[src/rtl/seg7_scan_driver.sv]
// Time-multiplexed common-anode 7-segment scanner: shows up to 8 hex nibbles, one digit per REFRESH_DIV clocks.
// Latency: anode/cathode/dp are registered and follow the digit index one clk later; inputs take effect at the next frame wrap.
// No backpressure: free-running scan. Optional build macro LEADING_ZERO_BLANK_EN blanks digits above the highest nonzero nibble.
module seg7_scan_driver #(
  parameter int REFRESH_DIV = 100000,
  parameter int NUM_DIGITS  = 8
) (
  input  logic        clk,
  input  logic        reset,
  input  logic [31:0] value,
  input  logic [7:0]  digit_en,
  input  logic [7:0]  dp_in,
  output logic [7:0]  anode,
  output logic [6:0]  cathode,
  output logic        dp,
  output logic        frame_done
);

  // A refresh count of 1 still needs a 1-bit counter that simply stays at 0.
  localparam int            CW           = (REFRESH_DIV > 1) ? $clog2(REFRESH_DIV) : 1;
  localparam logic [CW-1:0] CNT_LAST     = CW'(REFRESH_DIV - 1);
  localparam logic [2:0]    IDX_LAST     = 3'(NUM_DIGITS - 1);
  localparam logic [7:0]    PRESENT_MASK = 8'((9'd1 << NUM_DIGITS) - 9'd1);

  logic [CW-1:0] cnt;
  logic [2:0]    idx;
  logic          first;
  logic [31:0]   sh_value;
  logic [7:0]    sh_en;
  logic [7:0]    sh_dp;

  logic          cnt_tc;
  logic          idx_wrap;
  logic [3:0]    cur_nib;
  logic          lit;
  logic [7:0]    anode_nxt;
  logic [6:0]    cathode_nxt;
  logic          dp_nxt;

  assign cnt_tc   = (cnt == CNT_LAST);
  // Digit index wrap is an explicit compare so non-power-of-2 digit counts work.
  assign idx_wrap = cnt_tc && (idx == IDX_LAST);
  assign cur_nib  = sh_value[{idx, 2'b00} +: 4];

  // Standard active-low hex decode, segment order {g,f,e,d,c,b,a}.
  function automatic logic [6:0] hex_to_seg(input logic [3:0] nib);
    logic [6:0] seg;
    case (nib)
      4'h0: seg = 7'h40;
      4'h1: seg = 7'h79;
      4'h2: seg = 7'h24;
      4'h3: seg = 7'h30;
      4'h4: seg = 7'h19;
      4'h5: seg = 7'h12;
      4'h6: seg = 7'h02;
      4'h7: seg = 7'h78;
      4'h8: seg = 7'h00;
      4'h9: seg = 7'h10;
      4'hA: seg = 7'h08;
      4'hB: seg = 7'h03;
      4'hC: seg = 7'h46;
      4'hD: seg = 7'h21;
      4'hE: seg = 7'h06;
      default: seg = 7'h0E;
    endcase
    return seg;
  endfunction

  // Refresh counter and digit index: index steps once per REFRESH_DIV clocks.
  always_ff @(posedge clk or posedge reset) begin
    if (reset) begin
      cnt <= '0;
      idx <= '0;
    end else begin
      if (cnt_tc) begin
        cnt <= '0;
        idx <= idx_wrap ? 3'd0 : idx + 3'd1;
      end else begin
        cnt <= cnt + 1'b1;
      end
    end
  end

  // Shadow copies of the inputs, reloaded only at frame boundaries so a frame never tears.
  always_ff @(posedge clk or posedge reset) begin
    if (reset) begin
      first    <= 1'b1;
      sh_value <= '0;
      sh_en    <= '0;
      sh_dp    <= '0;
    end else begin
      first <= 1'b0;
      if (first || idx_wrap) begin
        sh_value <= value;
        sh_en    <= digit_en;
        sh_dp    <= dp_in;
      end
    end
  end

  // Decide whether the current digit is lit and what it shows.
  always_comb begin
    lit = sh_en[idx];
`ifdef LEADING_ZERO_BLANK_EN
    begin
      logic [2:0] hi;
      hi = 3'd0;
      for (int k = 0; k < 8; k++) begin
        if ((k < NUM_DIGITS) && (sh_value[4*k +: 4] != 4'h0)) begin
          hi = 3'(k);
        end
      end
      // Digit 0 is always shown so a zero value still reads "0".
      if (idx > hi) begin
        lit = 1'b0;
      end
    end
`endif
    anode_nxt   = 8'hFF;
    cathode_nxt = 7'h7F;
    dp_nxt      = 1'b1;
    if (lit) begin
      anode_nxt   = ~(8'd1 << idx) | ~PRESENT_MASK;
      cathode_nxt = hex_to_seg(cur_nib);
      dp_nxt      = ~sh_dp[idx];
    end
  end

  // Registered display outputs and frame pulse; reset blanks the display immediately.
  always_ff @(posedge clk or posedge reset) begin
    if (reset) begin
      anode      <= 8'hFF;
      cathode    <= 7'h7F;
      dp         <= 1'b1;
      frame_done <= 1'b0;
    end else begin
      anode      <= anode_nxt;
      cathode    <= cathode_nxt;
      dp         <= dp_nxt;
      frame_done <= idx_wrap;
    end
  end

endmodule

[config.mk]
export PLATFORM = sky130hd
export DESIGN_NAME = seg7_scan_driver
export DESIGN_NICKNAME = d
export VERILOG_FILES = /design/src/rtl/seg7_scan_driver.sv
export SDC_FILE = /design/constraint.sdc
export NUM_CORES = 1
export LEC_CHECK = 0
export CAP_MARGIN = 40
export CORE_ASPECT_RATIO = 0.6
export CORE_MARGIN = 2
export CORE_UTILIZATION = 25
export DETAILED_ROUTE_END_ITERATION = 6
export PLACE_DENSITY_LB_ADDON = 0.12
export RECOVER_POWER = 50
export SLEW_MARGIN = 0
export SYNTH_ARGS = -nofsm -noshare
export SYNTH_HDL_FRONTEND = slang
export SYNTH_SLANG_ARGS = --single-unit
[constraint.sdc]
create_clock -name clk -period 3.4 [get_ports clk]
set_clock_uncertainty 0.2 [all_clocks]
set_input_delay 1.02 -clock clk [delete_from_list [all_inputs] [get_ports clk]]
set_output_delay 1.02 -clock clk [all_outputs]
set_load 0.02 [all_outputs]
==> key figures, run 1 <==
Status
  – Outcome: completed

Worst setup path
  – CP required: 2180 ps
  – Crit path buffers/inverters: 1
  – Slowest stage delay, CP: about 600 ps
  – Crit path depth: 1
  – Setup crit end kind: output pin
  – CP Launch Type: flop
  – Flop2flop setup slack: about 700 ps
  – Max FO, Critical Path: 1
  – Crit Path Class: reg2out
  – Data arrival, critical path: between 1000 and 1500 ps
  – Crit-path leading delay family: buffers and inverters
  – Origin of the critical flop-to-flop path: idx[1]
  – Slowest CP cell: clkdlybuf4s50_1
  – Worst-path cell chain: clkdlybuf4s50_1
  – Register-to-Register Path Depth: 7
  – Reg-to-reg endpoint: cathode[3]

Yosys
  – Synthesized-area fraction occupied by adder cells: roughly 4.0%
  – Largest family of logic cells by synthesized area: multiplexers
  – Post-synth top flop: dfrtp_1
  – Syn Inst Count: roughly 300
  – Seq/Total Area, Yosys: 53.1%
  – Post-Synth XOR/XNOR Area: between 3 and 4%
  – Post-Synth Simple-Gate Area: ~8.9%
  – #FFs+latches synth: 86
  – Synth Cell Area: between 4000 and 5000 um^2
  – Yosys cell types: 48
  – Yosys warns: 0
  – Syn avg cell area: around 13 um^2
  – Number of synthesized flops with an enable pin: 0
  – Ys async rst share: between 90% and 100%
  – Mux contribution to synthesized area: between 20% and 30%
  – Compound-Gate Fraction of Synth Area: about 4.1%
  – Syn nets: approximately 370

Layout
  – NumNets Final: between 400 and 500
  – Share of cells above drive strength 1: around 29%
  – N_diodes: 0
  – Commonest cells after routing, fill and taps aside: dfrtp_1 (69), clkdlybuf4s50_1 (65), mux2_2 (34)
  – Core Util, Final: 32.9%
  – P&R area growth vs syn: 29.6%
  – Commonest non-fill, non-tap cell in the layout: dfrtp_1
  – Area of the multi-input gates: between 1500 and 2000 um^2
  – FILL cells: between 1.5k and 2k
  – FF+latch area: around 2200 um^2

STA
  – Worst-Margin Slew: a little under 900 ps
  – Post-layout min period: 2710 ps
  – Setup ws final: around 690 ps
  – Total negative slack: 0 ps
  – Hold_ws: between 200 and 300 ps
  – Pins Over Slew Limit: 0
  – Fin. Hold Viols: 0
  – Max frequency: about 0.37 GHz
  – RSZ-0062 raised after global routing: no
  – Final setup vio count: 0
  – Relative slew slack: approximately two fifths
  – Tcrit/Tclk final: 79.6%

Clock network
  – TritonCTS Sinks: 86
  – Clk root buf: clkbuf_16
  – Hold buffer count at cts: 0
  – CTS tree: done
  – Resized cells post-CTS: 0
  – Num CTS Buffers: 9
  – Worst-Skew Late Latency: about 340 ps
  – Post-CTS setup buffer count: 0
  – Worst-path clk slew: about 60 ps
  – H-tree depth: 3
  – Clock tree buffer depth: 2

Drt
  – Drt drc: 0
  – ANT nets after route: 0
  – DR vias: 2,546
  – Via density: 4.30
  – DRT Pass-1 Iters: 4
  – WL/cell: ~16 um
  – Total Wirelength: roughly 9600 um
  – 1st-iter DRT viols: 100

Power and ir drop
  – Worst VDD drop: between 200 and 250 uV
  – Power per standard cell area: 466 nW/um^2
  – Total power: 2.47 mW
  – Leakage power: 2.20 nW

Die
  – Initial core utilization: roughly a quarter
  – Chip Height: a little over 100 um
  – Num ports: 67
  – DIE AREA: 17,400 um^2
  – Die Wd: about 170 um
  – Core ar.: ~16,000 um^2
  – Std-Cell Rows: 36

Min path
  – Hold path startpoint: cnt[0]
  – Worst hold path cell count: 1
  – Worst hold path class: reg2reg
  – WHS Endpoint: cnt[0]

Global routing
  – First-pass GRT wire length: ~15,000 um
  – Initial antenna violation count: 0
  – Gr ovfl total: 0
  – Largest net degree at the start of global routing: 37
  – GRT Total Usage: between 10% and 20%
  – Vias in the first global route: around 2.6k

Placed design
  – Gpl congestion: around 0.75
  – Port bufs: 66
  – Placement Setup Slack: about 700 ps
  – Placed wire-length estimate: between 7000 and 8000 um

Flow run
  – Max-cap violation count: 0
cell usage after synthesis, types with 6 or more instances:
library cell,n,area (um^2)
dfrtp_1,69,1730
mux2_2,35,394
mux2_4,20,300
nand2_1,20,75.1
nor2_1,20,75.1
dfstp_2,17,447
ha_1,13,163
mux4_2,9,203
xnor2_1,8,70.1
inv_1,7,26.3
mux2i_1,7,70.1
nand3_1,7,35.0
xor2_1,7,61.3
nor3_1,6,30.0
o21ai_0,6,30.0
flip-flops by register name, indices dropped and copies added, names as in the netlist, 3 cells and up:
| name | count |
|---|---|
| sh_value | 32 |
| cnt | 17 |
| anode | 8 |
| sh_dp | 8 |
| sh_en | 8 |
| cathode | 7 |
| idx | 3 |
worst max-delay path by stage:
stage,from,to
global placement,idx[1],cathode[3]
global route,reset,cnt[6]
CTS,dp,dp
detailed placement,idx[1],cathode[3]
floorplan,idx[1],cathode[3]
finish,dp,dp
logic make-up (layout without fill, tap and decap cells):
logic type | Yosys count | count (layout)
AO/OA/AOI/OAI | 24 | 24
XOR/XNOR | 15 | 15
adder cells (fa/ha/maj) | 13 | 13
buffers and inverters | 21 | 100
flip-flops | 86 | 86
multiplexers | 71 | 71
other | 1 | 1
AND/OR/NAND/NOR | 73 | 73
metrics by stage:
step | cell area (um^2) | std cells
global route | 5300 | 592
global placement | 5020 | 576
CTS | 5320 | 592
floorplan | 4090 | 304
finish | 5300 | 592
detailed placement | 5020 | 576
power breakdown:
part	internal, mW	total, mW	switching (mW)
clock	0.572	0.990	0.418
combinational	0.190	0.328	0.139
sequential	1.11	1.15	0.0406
layer usage:
metal | part of all wire [%] | wire (um) | GRT usage (%)
met5 | 0 | 0 | 0
met4 | 0.74 | 71 | 2.96
met3 | 4.2 | 407 | 3.65
met2 | 38 | 3690 | 15.1
met1 | 57 | 5440 | 18.4
final cells by class:
| type | instances | share of cell area (%) |
|---|---|---|
| sequential | 86 | 41.0 |
| multi-input combinational | 197 | 34.0 |
| timing repair buffer | 76 | 13.8 |
| tap | 209 | 4.93 |
| clock buffer | 9 | 4.25 |
| clock inverter | 7 | 1.37 |
| inverter | 8 | 0.590 |
Note: power is estimated with default switching activity, not from simulation.
==> inputs of run 2 (changes only) <==
Clock period 3.4 ns to 2.8 ns, I/O delays scaled along.
==> run 2 against run 1 <==
  * Sequential power rose by 21%
  * Core utilization grew 0.50 points
  * Design area is 1.5% higher
==> key figures, run 2 (synthesis gave the netlist of run 1 again) <==
Status
  – Outcome: completed (unchanged)

Drt
  – Via density: 4.32 (was 4.30)
  – WL/cell: 15.8 um (was 16.2 um)
  – DRT Pass-1 Iters: 4 (unchanged)
  – ANT nets after route: 0 (unchanged)
  – 1st-iter DRT viols: 109 (was 100)
  – DR vias: 2,569 (was 2,546)
  – Drt drc: 0 (unchanged)
  – Total Wirelength: 9400 um (was 9610 um)

STA
  – RSZ-0062 raised after global routing: no (unchanged)
  – Pins Over Slew Limit: 0 (unchanged)
  – Max frequency: between 0.3 and 0.4 GHz
  – Final setup vio count: 0 (unchanged)
  – Total negative slack: 0 ps (unchanged)
  – Relative slew slack: 52.5% (was 40.3%)
  – Setup ws final: 277 ps (was 692 ps)
  – Worst-Margin Slew: 708 ps (was 895 ps)
  – Tcrit/Tclk final: between 90% and 100%
  – Post-layout min period: about 2500 ps
  – Fin. Hold Viols: 0 (unchanged)

Worst setup path
  – Reg-to-reg endpoint: cathode[3] (unchanged)
  – CP Launch Type: flop (unchanged)
  – Worst setup endpoint: dp (unchanged)
  – Register-to-Register Path Depth: 7 (unchanged)
  – Data arrival, critical path: 1480 ps (was 1490 ps)
  – Setup crit end kind: output pin (unchanged)
  – Crit-path leading delay family: buffers and inverters (unchanged)
  – Worst-path cell chain: clkdlybuf4s50_1 (unchanged)
  – CP required: 1760 ps (was 2180 ps)
  – Worst setup path start: dp (unchanged)
  – Max FO, Critical Path: 1 (unchanged)
  – Slowest CP cell: clkdlybuf4s50_1 (unchanged)
  – Crit Path Class: reg2out (unchanged)
  – Crit path buffers/inverters: 1 (unchanged)
  – Flop2flop setup slack: 300 ps (was 700 ps)
  – Slowest stage delay, CP: 630 ps (was 600 ps)
  – Origin of the critical flop-to-flop path: idx[1] (unchanged)
  – Crit path depth: 1 (unchanged)

Layout
  – Area of the multi-input gates: 1800 um^2 (unchanged)
  – Most flop-heavy register: sh_value (unchanged)
  – Largest register FFs: 32 (unchanged)
  – Commonest cells after routing, fill and taps aside: dfrtp_1 (68), clkdlybuf4s50_1 (65), mux2_2 (35) (was dfrtp_1 (69), clkdlybuf4s50_1 (65), mux2_2 (34))
  – Commonest non-fill, non-tap cell in the layout: dfrtp_1 (unchanged)
  – N_diodes: 0 (unchanged)
  – Top Registers: sh_value x32, cnt x17 (unchanged)
  – FILL cells: 1,601 (was 1,596)
  – FF+latch area: 2170 um^2 (about the same)
  – NumNets Final: 443 (was 441)
  – Core Util, Final: 33.4% (was 32.9%)
  – P&R area growth vs syn: 31.5% (was 29.6%)
  – Final Non-Filler Cells: 594 (was 592)
  – Share of cells above drive strength 1: 29.1% (was 29.0%)

Global routing
  – GRT busiest layer: met1 (unchanged)
  – Gr ovfl total: 0 (unchanged)
  – Initial antenna violation count: 0 (unchanged)
  – M3 GR Usage: 3.84% (was 3.65%)
  – Vias in the first global route: 2,586 (was 2,596)
  – First-pass GRT wire length: 15,200 um (was 15,100 um)
  – Largest net degree at the start of global routing: 44 (was 37)
  – Global routing usage on met1: 18.2% (was 18.4%)
  – GRT Total Usage: 11.7% (about the same)
  – Met2 Use GR: 14.8% (was 15.1%)

Clock network
  – Worst-path clk slew: 60 ps (about the same)
  – Num CTS Buffers: 9 (unchanged)
  – CTS tree: done (unchanged)
  – TritonCTS Sinks: 86 (unchanged)
  – Resized cells post-CTS: 0 (unchanged)
  – Clk root buf: clkbuf_16 (unchanged)
  – Post-CTS setup buffer count: 0 (unchanged)
  – H-tree depth: 3 (unchanged)
  – Worst-Skew Late Latency: 340 ps (about the same)
  – Hold buffer count at cts: 0 (unchanged)
  – Clock tree buffer depth: 2 (unchanged)

Placed design
  – Placed wire-length estimate: 6910 um (was 7170 um)
  – Gpl congestion: 0.783 (was 0.753)
  – Dpl cells: 578 (was 576)
  – Placement Setup Slack: 179 ps (was 694 ps)
  – Port bufs: 66 (unchanged)

Die
  – Std-Cell Rows: 36 (unchanged)
  – Die Wd: 169 um (unchanged)
  – DIE AREA: 17,400 um^2 (unchanged)
  – Initial core utilization: 25.4% (unchanged)
  – Num ports: 67 (unchanged)
  – Core ar.: 16,100 um^2 (unchanged)
  – Chip Height: 103 um (unchanged)

Power and ir drop
  – Leakage power: 2.23 nW (was 2.20 nW)
  – Worst VDD drop: 223 uV (was 205 uV)
  – Power per standard cell area: 588 nW/um^2 (was 466 nW/um^2)

Min path
  – Worst hold path class: reg2reg (unchanged)

Flow run
  – Max-cap violation count: 0 (unchanged)
## run 2: area by class of cell
class	count	share of cell area, %
inverters	8	0.581
flip-flops and latches	86	40.4
clock inverters	4	1.81
multi-input cells	197	33.5
well taps	209	4.86
repair buffers	78	14.4
clock buffers	12	4.40
## run 2: layer usage
layer,share of wire [%],vias to the layer above,wire length [um]
li1,-,1227,-
met1,56,1269,5250
met2,38,63,3610
met3,4.8,10,450
met4,0.89,0,84
met5,0,-,0
## run 2: how the worst min path moves through the flow
stage,from,end,slack [ps],cells after the start
after global placement,sh_value[19],sh_value[19],280,1
after floorplan,cnt[0],cnt[0],260,1
after detailed placement,cnt[0],cnt[0],290,1
after global routing,cnt[0],cnt[0],310,1
final,cnt[0],cnt[0],300,1
after CTS,cnt[0],cnt[0],290,1
## run 2: metrics by stage
step           total power, mW  hold WS (ps)  instance area (um^2)
2_1_floorplan             1.65           255                  4090
3_3_place_gp              1.83           282                  5060
3_5_place_dp              1.83           287                  5060
4_1_cts                   3.21           295                  5390
5_1_grt                   3.30           313                  5380
6_report                  3.17           296                  5380
## run 2: where the power goes
part           switching [mW]  internal (mW)  total, mW  leakage, nW
clock                   0.492          0.874       1.37        0.157
combinational           0.171          0.236      0.406         1.06
sequential             0.0463           1.35       1.39         1.02
## run 2: worst reg2reg max path, delay by kind of cell (launching register included)
family | cells | cell delay, ps
muxes | 2 | 840
DFF | 1 | 480
adders and majority gates | 1 | 280
AOI/OAI and AO/OA | 2 | 240
and+or+nand+nor | 1 | 200
buffers and inverters | 1 | 170
